`src/rtl/ifetch_unit.sv`:
```
// ---------------------------------------------------------------------------
// ifetch_unit
//   Instruction fetch and sequencing for the single-cycle datapath. Owns the
//   PC, fetches one word per instruction over a req/ack handshake, presents
//   it for exactly one execute cycle and computes the next PC from the
//   control strobes and the datapath flags. A halt opcode or a memory that
//   never acknowledges parks the unit until reset.
//
// Ports
//   clk, reset          rising-edge clock, synchronous active-high reset
//   imem_req/imem_addr  fetch request (FETCH only) and its address (= pc)
//   imem_rdata/imem_ack returned instruction word and its strobe
//   inst, inst_valid    registered instruction; valid pulse in EXEC only
//   beq/bne/bgtz/jump   control-unit branch/jump strobes for inst
//   zero, msb           datapath ALU flags for inst
//   pc                  current program counter
//   halted, fault       sticky status (HALT or FAULT / FAULT only)
// ---------------------------------------------------------------------------
module ifetch_unit #(
    parameter logic [31:0] RESET_PC    = 32'h00400020,
    parameter logic [5:0]  HALT_OP     = 6'b111111,
    parameter int unsigned ACK_TIMEOUT = 255
) (
    input  logic        clk,
    input  logic        reset,
    output logic        imem_req,
    output logic [31:0] imem_addr,
    input  logic [31:0] imem_rdata,
    input  logic        imem_ack,
    output logic [31:0] inst,
    output logic        inst_valid,
    input  logic        beq,
    input  logic        bne,
    input  logic        bgtz,
    input  logic        jump,
    input  logic        zero,
    input  logic        msb,
    output logic [31:0] pc,
    output logic        halted,
    output logic        fault
);

    typedef enum logic [1:0] {
        ST_FETCH = 2'd0,
        ST_EXEC  = 2'd1,
        ST_HALT  = 2'd2,
        ST_FAULT = 2'd3
    } state_t;

    // Last counter value tolerated without an ack; reaching it with ack still
    // low means ACK_TIMEOUT FETCH cycles have elapsed.
    localparam logic [7:0] CNT_LAST = 8'(ACK_TIMEOUT - 1);

    state_t      state_r, state_s;
    logic [31:0] pc_r, pc_s;
    logic [31:0] inst_r, inst_s;
    logic [7:0]  cnt_r, cnt_s;
    logic [31:0] p4_s;
    logic [31:0] br_tgt_s;
    logic [31:0] jmp_tgt_s;
    logic [31:0] next_pc_s;

    // Next-PC selection: jump > beq > bne > bgtz; a strobe whose condition
    // is false falls through to the next candidate.
    always_comb begin
        p4_s      = pc_r + 32'd4;
        br_tgt_s  = p4_s + {{14{inst_r[15]}}, inst_r[15:0], 2'b00};
        jmp_tgt_s = {p4_s[31:28], inst_r[25:0], 2'b00};
        if (jump) begin
            next_pc_s = jmp_tgt_s;
        end else if (beq && zero) begin
            next_pc_s = br_tgt_s;
        end else if (bne && !zero) begin
            next_pc_s = br_tgt_s;
        end else if (bgtz && !zero && !msb) begin
            next_pc_s = br_tgt_s;
        end else begin
            next_pc_s = p4_s;
        end
    end

    // Sequencer next-state: fetch/wait-count, execute, and the parked states.
    always_comb begin
        state_s = state_r;
        pc_s    = pc_r;
        inst_s  = inst_r;
        cnt_s   = cnt_r;
        case (state_r)
            ST_FETCH: begin
                if (imem_ack) begin
                    inst_s = imem_rdata;
                    cnt_s  = 8'd0;
                    if (imem_rdata[31:26] == HALT_OP) begin
                        state_s = ST_HALT;
                    end else begin
                        state_s = ST_EXEC;
                    end
                end else if (cnt_r == CNT_LAST) begin
                    state_s = ST_FAULT;
                end else begin
                    cnt_s = cnt_r + 8'd1;
                end
            end
            ST_EXEC: begin
                pc_s    = next_pc_s;
                state_s = ST_FETCH;
            end
            ST_HALT: begin
                state_s = ST_HALT;
            end
            ST_FAULT: begin
                state_s = ST_FAULT;
            end
            default: begin
                state_s = ST_FAULT;
            end
        endcase
    end

    // State, PC, instruction and wait-counter registers; reset wins over all.
    always_ff @(posedge clk) begin
        if (reset) begin
            state_r <= ST_FETCH;
            pc_r    <= RESET_PC;
            inst_r  <= 32'd0;
            cnt_r   <= 8'd0;
        end else begin
            state_r <= state_s;
            pc_r    <= pc_s;
            inst_r  <= inst_s;
            cnt_r   <= cnt_s;
        end
    end

    // Status outputs are straight decodes of the state register, so they are
    // glitch-free and change only at the clock edge.
    assign imem_req   = (state_r == ST_FETCH);
    assign inst_valid = (state_r == ST_EXEC);
    assign halted     = (state_r == ST_HALT) || (state_r == ST_FAULT);
    assign fault      = (state_r == ST_FAULT);
    assign imem_addr  = pc_r;
    assign pc         = pc_r;
    assign inst       = inst_r;

endmodule
```
`config.mk`:
```
export PLATFORM = sky130hd
export DESIGN_NAME = ifetch_unit
export DESIGN_NICKNAME = d
export VERILOG_FILES = /design/src/rtl/ifetch_unit.sv
export SDC_FILE = /design/constraint.sdc
export NUM_CORES = 1
export LEC_CHECK = 0
export CAP_MARGIN = 5
export CORE_ASPECT_RATIO = 0.6
export CORE_MARGIN = 2
export CORE_UTILIZATION = 51
export CTS_CLUSTER_DIAMETER = 100
export DETAILED_ROUTE_END_ITERATION = 10
export PLACE_DENSITY = 0.83
export SETUP_SLACK_MARGIN = 0.2
export SKIP_LAST_GASP = 1
export SLEW_MARGIN = 20
export SYNTH_ARGS = -nofsm -noshare
export SYNTH_HDL_FRONTEND = slang
export SYNTH_SLANG_ARGS = --single-unit
```
`constraint.sdc`:
```
create_clock -name clk -period 5.1 [get_ports clk]
set_clock_uncertainty 0.2 [all_clocks]
set_input_delay 1.53 -clock clk [delete_from_list [all_inputs] [get_ports clk]]
set_output_delay 1.53 -clock clk [all_outputs]
set_load 0.01 [all_outputs]
```
==> flow_metrics.tcl <==
set metrics [dict create \
    rrSetupSlack_ns 0.58 \
    initial_core_util_pct 52.69 \
    cp-start-kind "register" \
    finalSetupTns_ns 0 \
    powerDensity_nw_per_um2 266.7 \
    core_area_sq_um 10630 \
    cp_data_arrival_time_ns 4.54 \
    total_power_mw 1.915 \
    port-buffer-count 136 \
    fin_nets 936 \
    die_y_microns 85.18 \
    worst_pin_slew_ns 0.7156 \
    cp.required_ns 5.12 \
    min_to "inst[29]$_SDFFE_PP0P_" \
    routed_wirelength_microns 18620 \
    cts_sinks 72 \
    final_cells 998 \
    dr.pass1.iters 5 \
    synth_area_sq_um 5602 \
    drive_above_1_share_pct 5.821 \
    hold_viol 0 \
    postSynth.asyncResetShare_pct 0 \
    dp_cells 983 \
    grt_max_degree 39 \
    chipWidth_microns 139.3 \
    antenna_found_initial 0 \
    pwr-share-clk_pct 34.0 \
    ys_seq_elements 72 \
    timing.reg2reg.worst_path_depth 15 \
    combPwrFrac_pct 30.7 \
    timing.final.crit_share_pct 88.61 \
    cp_max_fo 8 \
    synth_top_cell_by_area "dfxtp_1" \
    globalRoute.totalOverflow 0 \
    worstSkewPairLatency_ns 0.35 \
    first_global_vias 5659 \
    syn_area_per_cell_sq_um 7.371 \
    route.detailed.drc 0 \
    postRouteAntennaNets 0 \
    cts.path.max_buffers 2 \
    finalSetupViolCount 0 \
    syn_to_final_growth_pct 28.19 \
    syn_inst 760 \
    place_hpwl_microns 13340 \
    switching_share_pct 33.70 \
    slew-limit-headroom_pct 52.23 \
    p_sw_mw 0.6454 \
    place_area_sq_um 6855 \
    pin_count 141 \
    hold_class "register to register" \
    yosys_warnings 0 \
    gp_congestion 0.9780 \
    period_needed_ns 4.519 \
    end_kind "register" \
    cts_root_buf "clkbuf_16" \
    reg2reg_from "imem_addr[4]$_SDFFE_PP0P_" \
    cts_setup_buffers 0 \
    timing.rr.end "imem_addr[31]$_SDFFE_PP0P_" \
    antenna-diode-count 0 \
    synth_edf_count 0 \
    postCtsHoldBufs 0 \
    cts_made_buffers 9 \
    synth_cell_type_count 70 \
    rsz0062_at_grt "no" \
    vias 6095 \
    hold_ws_ns 0.2577 \
    pre_cts_ws_ns 0.4839 \
    p_leak_nw 2.778 \
    cts_max_level 3 \
    ctsResizeCount 0 \
    ir_drop_uv 198.6 \
    outcome "finished clean" \
    final_cell_area_sq_um 7181 \
    wire_per_inst_microns 18.65 \
    synthTopCellsByArea "dfxtp_1 (26%), nand2_1 (9.4%), ha_1 (8.7%), a21oi_1 (7.9%), xnor2_1 (5.2%)" \
    internal_power_mw 1.270 \
    cts_tree "built" \
    synth_top_area_share_pct 25.73 \
    maxCapViolations 0 \
    floorplan.rows 29 \
    viasPerCell 6.107 \
    p_seq_share_pct 35.3 \
    fin_util_pct 67.54 \
    clk_pin_slew_worst_paths_ns 0.06 \
    worstSetupPathType "register to register" \
    grt_use_total_pct 30.52 \
    fin_ws_ns 0.5809 \
    first_iter_violations 706 \
    min-delay-start "inst[29]$_SDFFE_PP0P_" \
    seq_area_frac_synth_pct 25.73 \
    max_freq_mhz 221.3 \
    grt_first_pass_wirelength_microns 29180 \
    ys.flop_type "dfxtp_1" \
    slew_violations 0 \
    die-area_sq_um 11870 \
    min_path_cells 2 \
]
==> kinds of logic after synthesis <==
| group | after synthesis | share of synthesized area, % |
|---|---|---|
| DFF | 72 | 25.73 |
| xor gates and xnor gates | 50 | 7.818 |
| other | 1 | 0.06694 |
| muxes | 5 | 0.9158 |
| and+or+nand+nor | 287 | 23.01 |
| AOI/OAI and AO/OA | 221 | 25.35 |
| buffers and inverters | 84 | 8.041 |
| adders and majority gates | 40 | 9.069 |
==> critical path, stage by stage (launching register included) <==
cell,delay [ns]
dfxtp_1,0.48
nand4_2,0.25
or4b_4,0.64
nor3_2,0.23
nand2_1,0.14
xnor2_2,0.18
ha_1,0.33
nand2_1,0.13
o21bai_1,0.26
a2111oi_0,0.14
nor3_1,0.39
mux2i_1,0.31
o31a_1,0.22
a211oi_1,0.10
nor4_2,0.27
o2111ai_1,0.13
==> metal layers <==
| metal | track usage [%] | wire [microns] | part of all wire [%] | up-vias |
|---|---|---|---|---|
| met3 | 7.449 | 2145 | 12 | 34 |
| met2 | 46.93 | 7970 | 43 | 398 |
| met4 | 9.734 | 377 | 2.0 | 0 |
| met5 | 0 | 0 | 0 | - |
| li1 | - | - | - | 2846 |
| met1 | 42.39 | 8124 | 44 | 2817 |
==> power groups by stage <==
stage          clock, mW  sequential [mW]  combinational [mW]
3_3_place_gp           0            0.683               0.559
2_1_floorplan          0            0.686               0.337
3_5_place_dp           0            0.686               0.571
4_1_cts            0.648            0.674               0.578
5_1_grt            0.673            0.683               0.635
6_report           0.651            0.677               0.588
==> flip-flops by register name (all words and copies together) (netlist names) <==
signal	flops
cnt_r	8
state_r	2
imem_addr	30
inst	32
==> cells in the mapped netlist (all sizes together), types with 4 or more instances <==
cell / n
a22o: 4
xor2: 17
a311oi: 5
and2: 5
and3: 6
inv: 16
o21bai: 4
nor3: 11
xnor2: 33
nand4: 12
a21o: 8
o211ai: 11
mux2i: 4
ha: 39
buf: 36
a31oi: 4
o31ai: 5
dfxtp: 72
nand3: 22
a21oi: 89
a211oi: 20
o21ai: 42
nand2b: 10
nor2: 63
clkbuf: 31
nand2: 140
==> worst max path at each step <==
stage,start,to,slack (ns)
CTS,imem_addr[4]$_SDFFE_PP0P_,imem_addr[31]$_SDFFE_PP0P_,0.47
global placement,imem_addr[4]$_SDFFE_PP0P_,imem_addr[30]$_SDFFE_PP0P_,0.76
detailed placement,imem_addr[4]$_SDFFE_PP0P_,imem_addr[31]$_SDFFE_PP0P_,0.48
floorplan,imem_addr[5]$_SDFFE_PP1P_,imem_addr[31]$_SDFFE_PP0P_,1.24
finish,imem_addr[4]$_SDFFE_PP0P_,imem_addr[31]$_SDFFE_PP0P_,0.58
global route,imem_addr[4]$_SDFFE_PP0P_,imem_addr[31]$_SDFFE_PP0P_,0.28
==> layout make-up <==
cell class	count	area, sq um
sequential	72	1443
inverter	17	63.81
multi-input combinational	607	3759
tap	139	173.9
clock inverter	5	56.30
clock buffer	10	239.0
fill	842	3451
timing repair buffer	148	1446
==> layout by cell type, fill, tap and decap left out, types with 4 or more instances in the layout <==
cell | Yosys | layout
xor2_1 | 17 | 17
a211oi_1 | 18 | 18
o211ai_1 | 10 | 10
nand2_1 | 140 | 140
dfxtp_1 | 72 | 71
xnor2_1 | 33 | 32
o31ai_1 | 4 | 4
o21ai_0 | 39 | 38
clkdlybuf4s50_1 | 0 | 135
clkbuf_16 | 0 | 9
ha_1 | 39 | 38
buf_4 | 34 | 12
nor3_1 | 10 | 8
nor2_1 | 63 | 63
a311oi_1 | 5 | 5
a22o_1 | 4 | 4
nand2b_1 | 10 | 10
and3_1 | 5 | 5
o21bai_1 | 4 | 4
mux2i_1 | 4 | 4
a21oi_1 | 88 | 88
a31oi_1 | 4 | 4
nand3_1 | 22 | 22
nand4_1 | 11 | 11
inv_1 | 16 | 16
conb_1 | 1 | 4
a21o_1 | 8 | 8
No activity file was read; power rests on OpenSTA's default activity.
